$ cat config.mk
export PLATFORM = sky130hd
export DESIGN_NAME = config_frame_loader_flat
export DESIGN_NICKNAME = d
export VERILOG_FILES = /design/src/rtl/config_frame_loader_if.sv /design/src/rtl/config_frame_loader.sv /design/src/flat_wrapper.sv
export SDC_FILE = /design/constraint.sdc
export NUM_CORES = 1
export LEC_CHECK = 0
export CAP_MARGIN = 40
export CORE_MARGIN = 2
export CORE_UTILIZATION = 47
export DETAILED_ROUTE_END_ITERATION = 16
export GPL_TIMING_DRIVEN = 1
export PLACE_DENSITY_LB_ADDON = 0.08
export SYNTH_ARGS = -nofsm -noshare
export SYNTH_HDL_FRONTEND = slang
export SYNTH_SLANG_ARGS = --single-unit
$ cat constraint.sdc
create_clock -name clk -period 1.7 [get_ports clk]
set_input_delay 0.34 -clock clk [delete_from_list [all_inputs] [get_ports clk]]
set_output_delay 0.34 -clock clk [all_outputs]
set_load 0.1 [all_outputs]
$ cat src/rtl/config_frame_loader_if.sv
// Byte-in / configuration-out bundle for config_frame_loader.
// The master side feeds received bytes and clear requests; the slave side is the loader.
interface config_frame_loader_if #(
  parameter int NUM_BYTES = 7
);
  logic [7:0]             rx_data;
  logic                   rx_valid;
  logic                   cfg_clear;
  logic [8*NUM_BYTES-1:0] cfg_out;
  logic                   cfg_valid;
  logic                   cfg_commit;
  logic                   busy;
  logic                   frame_err;
  logic [7:0]             frame_count;

  // rx_valid is a one-cycle strobe with no back-pressure: every strobed byte is
  // either accepted or deliberately dropped (cfg_clear), never stalled.
  modport master (
    output rx_data, rx_valid, cfg_clear,
    input  cfg_out, cfg_valid, cfg_commit, busy, frame_err, frame_count
  );

  modport slave (
    input  rx_data, rx_valid, cfg_clear,
    output cfg_out, cfg_valid, cfg_commit, busy, frame_err, frame_count
  );
endinterface

$ cat src/rtl/config_frame_loader.sv
// Assembles NUM_BYTES serial bytes (MSB byte first) into a configuration frame and
// commits it atomically to cfg_out; partial frames time out or are aborted without effect.
module config_frame_loader #(
  parameter int NUM_BYTES      = 7,
  parameter int TIMEOUT_CYCLES = 1024
) (
  input  logic                                clk,
  input  logic                                rst_n,
  config_frame_loader_if.slave                bus,
  output logic [1:0]                          state_dbg,
  output logic [$clog2(NUM_BYTES+1)-1:0]      byte_cnt_dbg,
  output logic [$clog2(TIMEOUT_CYCLES+1)-1:0] timeout_cnt_dbg
);

  localparam int W   = 8 * NUM_BYTES;
  localparam int BCW = $clog2(NUM_BYTES + 1);
  localparam int TCW = $clog2(TIMEOUT_CYCLES + 1);

  localparam logic [1:0] IDLE   = 2'd0;
  localparam logic [1:0] RECV   = 2'd1;
  localparam logic [1:0] COMMIT = 2'd2;

  localparam logic [BCW-1:0] LAST_CNT = BCW'(NUM_BYTES);
  localparam logic [BCW-1:0] ONE_CNT  = BCW'(1);
  localparam logic [TCW-1:0] TO_LAST  = TCW'(TIMEOUT_CYCLES - 1);
  localparam logic [1:0]     FIRST_NEXT = (NUM_BYTES == 1) ? COMMIT : RECV;

  logic [1:0]     state_q,       state_d;
  logic [BCW-1:0] byte_cnt_q,    byte_cnt_d;
  logic [TCW-1:0] to_cnt_q,      to_cnt_d;
  logic [W-1:0]   asm_q,         asm_d;
  logic [W-1:0]   cfg_out_q,     cfg_out_d;
  logic           cfg_valid_q,   cfg_valid_d;
  logic           cfg_commit_q,  cfg_commit_d;
  logic           frame_err_q,   frame_err_d;
  logic [7:0]     frame_count_q, frame_count_d;

  always_comb begin
    state_d       = state_q;
    byte_cnt_d    = byte_cnt_q;
    to_cnt_d      = to_cnt_q;
    asm_d         = asm_q;
    cfg_out_d     = cfg_out_q;
    cfg_valid_d   = cfg_valid_q;
    cfg_commit_d  = 1'b0;
    frame_err_d   = 1'b0;
    frame_count_d = frame_count_q;

    if (bus.cfg_clear) begin
      state_d     = IDLE;
      byte_cnt_d  = '0;
      to_cnt_d    = '0;
      asm_d       = '0;
      cfg_out_d   = '0;
      cfg_valid_d = 1'b0;
    end else begin
      // The commit is independent of the byte path, so a byte arriving in the
      // COMMIT cycle starts the next frame while the finished one is published.
      if (state_q == COMMIT) begin
        cfg_out_d    = asm_q;
        cfg_valid_d  = 1'b1;
        cfg_commit_d = 1'b1;
        if (frame_count_q != 8'hFF) begin
          frame_count_d = frame_count_q + 8'd1;
        end
      end

      case (state_q)
        IDLE, COMMIT: begin
          to_cnt_d = '0;
          if (bus.rx_valid) begin
            asm_d      = W'(bus.rx_data);
            byte_cnt_d = ONE_CNT;
            state_d    = FIRST_NEXT;
          end else begin
            byte_cnt_d = '0;
            state_d    = IDLE;
          end
        end

        RECV: begin
          // A byte in the timeout cycle wins over the timeout.
          if (bus.rx_valid) begin
            asm_d      = (asm_q << 8) | W'(bus.rx_data);
            byte_cnt_d = byte_cnt_q + ONE_CNT;
            to_cnt_d   = '0;
            if (byte_cnt_q == LAST_CNT - ONE_CNT) begin
              state_d = COMMIT;
            end
          end else if (to_cnt_q == TO_LAST) begin
            frame_err_d = 1'b1;
            byte_cnt_d  = '0;
            to_cnt_d    = '0;
            state_d     = IDLE;
          end else begin
            to_cnt_d = to_cnt_q + TCW'(1);
          end
        end

        default: begin
          state_d    = IDLE;
          byte_cnt_d = '0;
          to_cnt_d   = '0;
        end
      endcase
    end
  end

  always_ff @(posedge clk or negedge rst_n) begin
    if (!rst_n) begin
      state_q       <= IDLE;
      byte_cnt_q    <= '0;
      to_cnt_q      <= '0;
      asm_q         <= '0;
      cfg_out_q     <= '0;
      cfg_valid_q   <= 1'b0;
      cfg_commit_q  <= 1'b0;
      frame_err_q   <= 1'b0;
      frame_count_q <= 8'd0;
    end else begin
      state_q       <= state_d;
      byte_cnt_q    <= byte_cnt_d;
      to_cnt_q      <= to_cnt_d;
      asm_q         <= asm_d;
      cfg_out_q     <= cfg_out_d;
      cfg_valid_q   <= cfg_valid_d;
      cfg_commit_q  <= cfg_commit_d;
      frame_err_q   <= frame_err_d;
      frame_count_q <= frame_count_d;
    end
  end

  assign bus.cfg_out     = cfg_out_q;
  assign bus.cfg_valid   = cfg_valid_q;
  assign bus.cfg_commit  = cfg_commit_q;
  assign bus.busy        = (state_q == RECV);
  assign bus.frame_err   = frame_err_q;
  assign bus.frame_count = frame_count_q;

  assign state_dbg       = state_q;
  assign byte_cnt_dbg    = byte_cnt_q;
  assign timeout_cnt_dbg = to_cnt_q;

endmodule

$ cat src/flat_wrapper.sv
// flat-port wrapper written by rule: the top's interface ports become plain ports
module config_frame_loader_flat 
#(
  parameter int NUM_BYTES      = 7,
  parameter int TIMEOUT_CYCLES = 1024
)
  (clk, rst_n, state_dbg, byte_cnt_dbg, timeout_cnt_dbg, bus_rx_data, bus_rx_valid, bus_cfg_clear, bus_cfg_out, bus_cfg_valid, bus_cfg_commit, bus_busy, bus_frame_err, bus_frame_count);
  config_frame_loader_if #(.NUM_BYTES(NUM_BYTES)) bus_i ();
  input  logic clk;
  input  logic rst_n;
  output logic [1:0] state_dbg;
  output logic [$clog2(NUM_BYTES+1)-1:0] byte_cnt_dbg;
  output logic [$clog2(TIMEOUT_CYCLES+1)-1:0] timeout_cnt_dbg;
  input wire logic [$bits(bus_i.rx_data)-1:0] bus_rx_data;
  input wire logic [$bits(bus_i.rx_valid)-1:0] bus_rx_valid;
  input wire logic [$bits(bus_i.cfg_clear)-1:0] bus_cfg_clear;
  output wire logic [$bits(bus_i.cfg_out)-1:0] bus_cfg_out;
  output wire logic [$bits(bus_i.cfg_valid)-1:0] bus_cfg_valid;
  output wire logic [$bits(bus_i.cfg_commit)-1:0] bus_cfg_commit;
  output wire logic [$bits(bus_i.busy)-1:0] bus_busy;
  output wire logic [$bits(bus_i.frame_err)-1:0] bus_frame_err;
  output wire logic [$bits(bus_i.frame_count)-1:0] bus_frame_count;
  assign bus_i.rx_data = bus_rx_data;
  assign bus_i.rx_valid = bus_rx_valid;
  assign bus_i.cfg_clear = bus_cfg_clear;
  assign bus_cfg_out = bus_i.cfg_out;
  assign bus_cfg_valid = bus_i.cfg_valid;
  assign bus_cfg_commit = bus_i.cfg_commit;
  assign bus_busy = bus_i.busy;
  assign bus_frame_err = bus_i.frame_err;
  assign bus_frame_count = bus_i.frame_count;
  config_frame_loader #(.NUM_BYTES(NUM_BYTES), .TIMEOUT_CYCLES(TIMEOUT_CYCLES)) u_core (.clk(clk), .rst_n(rst_n), .bus(bus_i), .state_dbg(state_dbg), .byte_cnt_dbg(byte_cnt_dbg), .timeout_cnt_dbg(timeout_cnt_dbg));
endmodule
Word-level counts from Yosys, hierarchy flattened
Index checks and enable logic that the tools add are counted.
{"block": "totals", "reg_bits": 139, "input_bits": 12, "out_inout_bits": 84, "elab_cells": 59}
{"block": "op_classes", "addsub": 3, "n_bitwise": 2, "n_eq_ne": 9, "mux": 29, "reduce_logical": 7}
{"op": "$mux 56", "count": 5}
{"op": "$pmux 56 s2", "count": 1}
{"op": "$or 56x8->56", "count": 1}
{"op": "$mux 11", "count": 4}
{"op": "$add 11x1->11 const B", "count": 1}
{"op": "$eq 11x10->1 const B", "count": 1}
{"op": "$mux 1", "count": 10}
{"op": "$mux 3", "count": 3}
{"op": "$add 8x1->8 const B", "count": 1}
{"op": "$mux 2", "count": 4}
{"op": "$ne 4x3->1 const B", "count": 2}
{"op": "$ne 8x8->1 const B", "count": 1}
{"op": "$ne 3x3->1 const B", "count": 2}
{"op": "$pmux 3 s2", "count": 1}
{"op": "$reduce_and 3->1", "count": 2}
{"op": "$pmux 2 s2", "count": 1}
{"op": "$add 3x1->3 const B", "count": 1}
{"op": "$eq 3x3->1 const B", "count": 1}
{"op": "$reduce_bool 3->1", "count": 1}
{"op": "$eq 2x1->1 const B", "count": 1}
{"op": "$eq 2x2->1 const B", "count": 1}
{"op": "$logic_not 2->1", "count": 1}
{"op": "$reduce_and 2->1", "count": 1}
{"op": "$reduce_bool 2->1", "count": 1}
{"op": "2 further kinds", "count": 2}

Depth between registers and ports, before layout
{"block": "depth", "depth_word": 5, "mapped_depth": 6, "mapped_depth_nobuf": 5}

Worst setup path before layout
Ideal clock, no wire load.
{"block": "synth_path", "path_kind": "flip-flop to flip-flop", "start": "register u_core.state_q[0], in the netlist u_core.state_dbg[0]", "end": "register u_core.asm_q[46]", "setup_ns": 0.079, "synth_period_minus_slack_ns": 2.833, "t_arrival_ns": 2.754, "required_time_ns": 1.621, "path_stages_with_launch": 6, "path_buffers": 2, "path_slack_ns": -1.133, "path_cell_list": "dfrtp_1 -> buf_4 -> nor2b_1 -> clkbuf_1 -> nand3_1 -> a21oi_1"}
{"element": "start, declared", "line": "config_frame_loader.sv:28", "rtl": "logic [1:0] state_q, state_d;"}
{"element": "start signal, assigned", "line": "config_frame_loader.sv:121", "rtl": "state_q <= state_d;"}
{"element": "$eq 2x1->1 *"}
{"element": "named net bus_busy", "line": "flat_wrapper.sv:20", "rtl": "output wire logic [$bits(bus_i.busy)-1:0] bus_busy;"}
{"element": "$ne 3x3->1 (no line) (tied with other cells)"}
{"element": "$reduce_and 3->1 (no line) / $mux 56 (equally long branches)"}
{"element": "end signal, assigned", "line": "config_frame_loader.sv:124", "rtl": "asm_q <= asm_d;"}
{"element": "end, declared", "line": "config_frame_loader.sv:31", "rtl": "logic [W-1:0] asm_q, asm_d;"}
The timed path passes the listed nets; every way through them passes the cells marked *.
A chain may end at the register's enable or synchronous reset.

Final worst setup path
{"block": "layout_path", "start": "register u_core.state_q[1], in the netlist u_core.state_dbg[1]", "end": "output port bus_busy"}
{"block": "layout_between", "elab_chain_cells": 1}
{"element": "$eq 2x1->1", "line": "config_frame_loader.sv:136", "rtl": "assign bus.busy = (state_q == RECV);"}
{"element": "end, declared", "line": "flat_wrapper.sv:20"}
Every way passes these cells.

==> reports/metrics.cfg <==
[status]
outcome = finished clean

[clocking]
cts.sinks = 139
cts.path.max_buffers = 2
clk_pin_slew_ns = 0.06
cts_tree = yes
h-tree-depth = 4
cts-root-buf = clkbuf_16
insertion_delay_ns = 0.41
numCtsBuffers = 17

[power_and_ir_drop]
p_int_w = 0.00588
p_comb_share_pct = 5.1
power.leakage_nw = 3.64
power_switching_w = 0.00173
max-vdd-ir-drop_mv = 0.558
pwr-share-clk_pct = 50.9
seqPwrFrac_pct = 44.0
power.density_mw_per_mm2 = 908
switching_share_pct = 22.7

[detailed_routing]
drtPass1Iterations = 7
via_per_inst = 5.77
drtAntennaViolNets = 0
drt_iter0_drc = 188
route.detailed.drc = 0
dr_total_vias = 4195
finalWirelength_um = 13000
routedWlPerCell_um = 17.9

[final_layout]
finish.net_count = 587
multi_input_area_mm2 = 0.00190
synthToLayoutAreaGrowth_pct = 52.3
seq_area_mm2 = 0.00353
antenna_cells = 0
utilization_pct = 73.4
final_layout_size_suffix_gt1_share_pct = 33.6
design_area_mm2 = 0.00838
nFillCells = 745

[timing]
drv_slew = 0
fin_crit_ns = 1.68
tightest_slew_ns = 0.478
period_share_pct = 98.6
setup_viol = 0
max-slew-margin-rel_pct = 68.1
hold_viol = 0
fmax_mhz = 596
rsz0062_at_grt = yes
finClkSkew_ns = 0.0107
fin_hold_ws_ns = 0.434

[setup_path]
path_cells = nor2b_4 -> buf_12
worstPathArrival_ns = 1.34
crit_family = flip-flops
crit_buf_inv = 1
cp-end-kind = primary output
cpMaxStageDelayCell = dfrtp_4
cp_max_fo = 3
critical_path_required_ns = 1.36
path_class = register to primary output
cp-start-kind = register
cpPeakStageDelay_ns = 0.52

[global_route]
use_met1_pct = 32.7
grt_max_degree = 48
grtUsageMet2_pct = 32.7
grt_first_pass_wirelength_um = 22500
first_global_vias = 4302
grt_antenna_before_repair = 0
grtUsageTotal_pct = 22.2
grt-busiest-layer = met1
grt_overflow_total = 0
grt_use_met3_pct = 4.64

[logic_synthesis]
syn_avg_cell_area_um2 = 11.9
ys.flop_type = dfrtp_1
syn-num-nets = 479
synthArstFlopShare_pct = 100
syn_area_mm2 = 0.00550
ys_ff_latch = 139
syn_inst = 463
yosysWarnings = 0
synth-edff-count = 0
synth_cell_type_count = 40
synth_seq_area_share_pct = 63.2

[placement]
place_area_mm2 = 0.00766
port_buffers = 95
gp_congestion = 0.794
dp_hpwl_um = 8520

[min_path]
hp-class = input port to async pin

[job]
maxCapViolCount = 0

[die]
num_rows = 39
initial_core_util_pct = 48.2
core-area_mm2 = 0.0114
die_y_um = 112
die_area_mm2 = 0.0126
ioPinCount = 96
die_w_um = 112

==> timing repair <==
item | CTS | global route
hold buffers | 1 | 0
gates resized for setup | 1 | 3
endpoints found under the setup margin | 1 | 10
buffers inserted | 5 | 0
hold endpoints to repair | 43 | 0
pin swaps | 0 | 1
==> flip-flops by register name, indices dropped and copies added, names as in the netlist <==
name / cells
u_core.asm_q: 56
u_core.bus.cfg_out: 56
u_core.timeout_cnt_dbg: 11
u_core.bus.frame_count: 8
u_core.byte_cnt_dbg: 3
u_core.state_dbg: 2
u_core.bus.cfg_commit: 1
u_core.bus.cfg_valid: 1
u_core.bus.frame_err: 1
==> placed cells by master (no fill, tap or decap), types with 9 or more instances in the layout <==
cell type and n:
dfrtp_2 11, dfrtp_4 9, clkdlybuf4s50_1 9, dfrtp_1 119
a22o_1 73, nand2_1 45, a21oi_1 44, clkbuf_16 17
buf_12 91, buf_4 23, nand3_1 44
==> power groups by stage <==
stage                     logic, W  clock network [W]  registers [W]
after floorplan           0.000147                  0        0.00344
after global placement    0.000350                  0        0.00342
after detailed placement  0.000358                  0        0.00342
after CTS                 0.000387            0.00392        0.00335
after global routing      0.000421            0.00410        0.00335
final                     0.000385            0.00388        0.00335
==> worst reg2reg max path: stages (launching register included) <==
cell and delay [ns]:
dfrtp_4 0.51, buf_12 0.15, nor3b_4 0.22, buf_12 0.16
a21boi_4 0.20, mux2_4 0.31
==> synthesized netlist by cell type (all sizes together), types with 5 or more instances <==
library cell / count / area share, %
o31ai: 5 / 0.68
dfrtp: 139 / 63
nor3: 5 / 0.82
nand3: 45 / 4.1
a22o: 73 / 12
a21oi: 44 / 4.0
mux2: 5 / 1.0
o21ai: 7 / 0.64
inv: 6 / 0.41
nand2: 46 / 3.1
buf: 22 / 2.2
clkbuf: 16 / 1.1
nor2b: 5 / 0.57
==> worst paths after layout <==
| kind | slack [ns] | to | cells past startpoint | from |
|---|---|---|---|---|
| max in group asynchronous | 0.63 | u_core.state_dbg[0]$_DFFE_PN0P_ | 3 | rst_n |
| worst min-delay path | 0.43 | u_core.bus.cfg_out[31]$_DFFE_PN0P_ | 2 | rst_n |
| min in group clk | 0.49 | u_core.bus.cfg_commit$_DFF_PN0_ | 3 | bus_cfg_clear |
| worst max register to register | 0.05 | u_core.bus.frame_count[1]$_DFFE_PN0P_ | 5 | u_core.state_dbg[0]$_DFFE_PN0P_ |
| worst min register to register | 0.51 | u_core.bus.cfg_out[48]$_DFFE_PN0P_ | 1 | u_core.asm_q[48]$_DFFE_PN0P_ |
| worst max-delay path | 0.02 | bus_busy | 2 | u_core.state_dbg[1]$_DFFE_PN0P_ |
==> cells by family after synthesis <==
family	count (synthesis)	share of synthesized area (%)
adder cells (fa/ha/maj)	4	0.909
AND/OR/NAND/NOR	128	12.1
multiplexers	5	1.02
flip-flops	139	63.2
AO/OA/AOI/OAI	139	18.4
XOR/XNOR	4	0.637
buffers and inverters	44	3.71
==> routing by layer <==
metal	routed length [um]	vias to the layer above	share of wire (%)
met1	5780	2092	44
met5	0	-	0
li1	-	1913	-
met4	297	0	2.3
met2	6190	165	47
met3	770	25	5.9
==> area by class of cell <==
| class | count | share of cell area [%] |
|---|---|---|
| Multi-Input combinational cell | 280 | 22.7 |
| Tap cell | 143 | 2.13 |
| Inverter | 6 | 0.269 |
| Timing Repair Buffer | 127 | 25.3 |
| Clock buffer | 19 | 5.40 |
| Sequential cell | 139 | 42.1 |
| Clock inverter | 13 | 2.12 |
==> stage by stage <==
stage	setup slack (ns)	std cells	TNS, ns	power, W
after floorplan	-0.0874	463	-0.779	0.00358
after global placement	-0.335	688	-9.82	0.00377
after detailed placement	-0.230	689	-9.39	0.00378
after CTS	0.0334	727	0	0.00766
after global routing	-0.00476	727	-0.00476	0.00787
final	0.0231	727	0	0.00761
No activity file was read; power rests on OpenSTA's default activity.
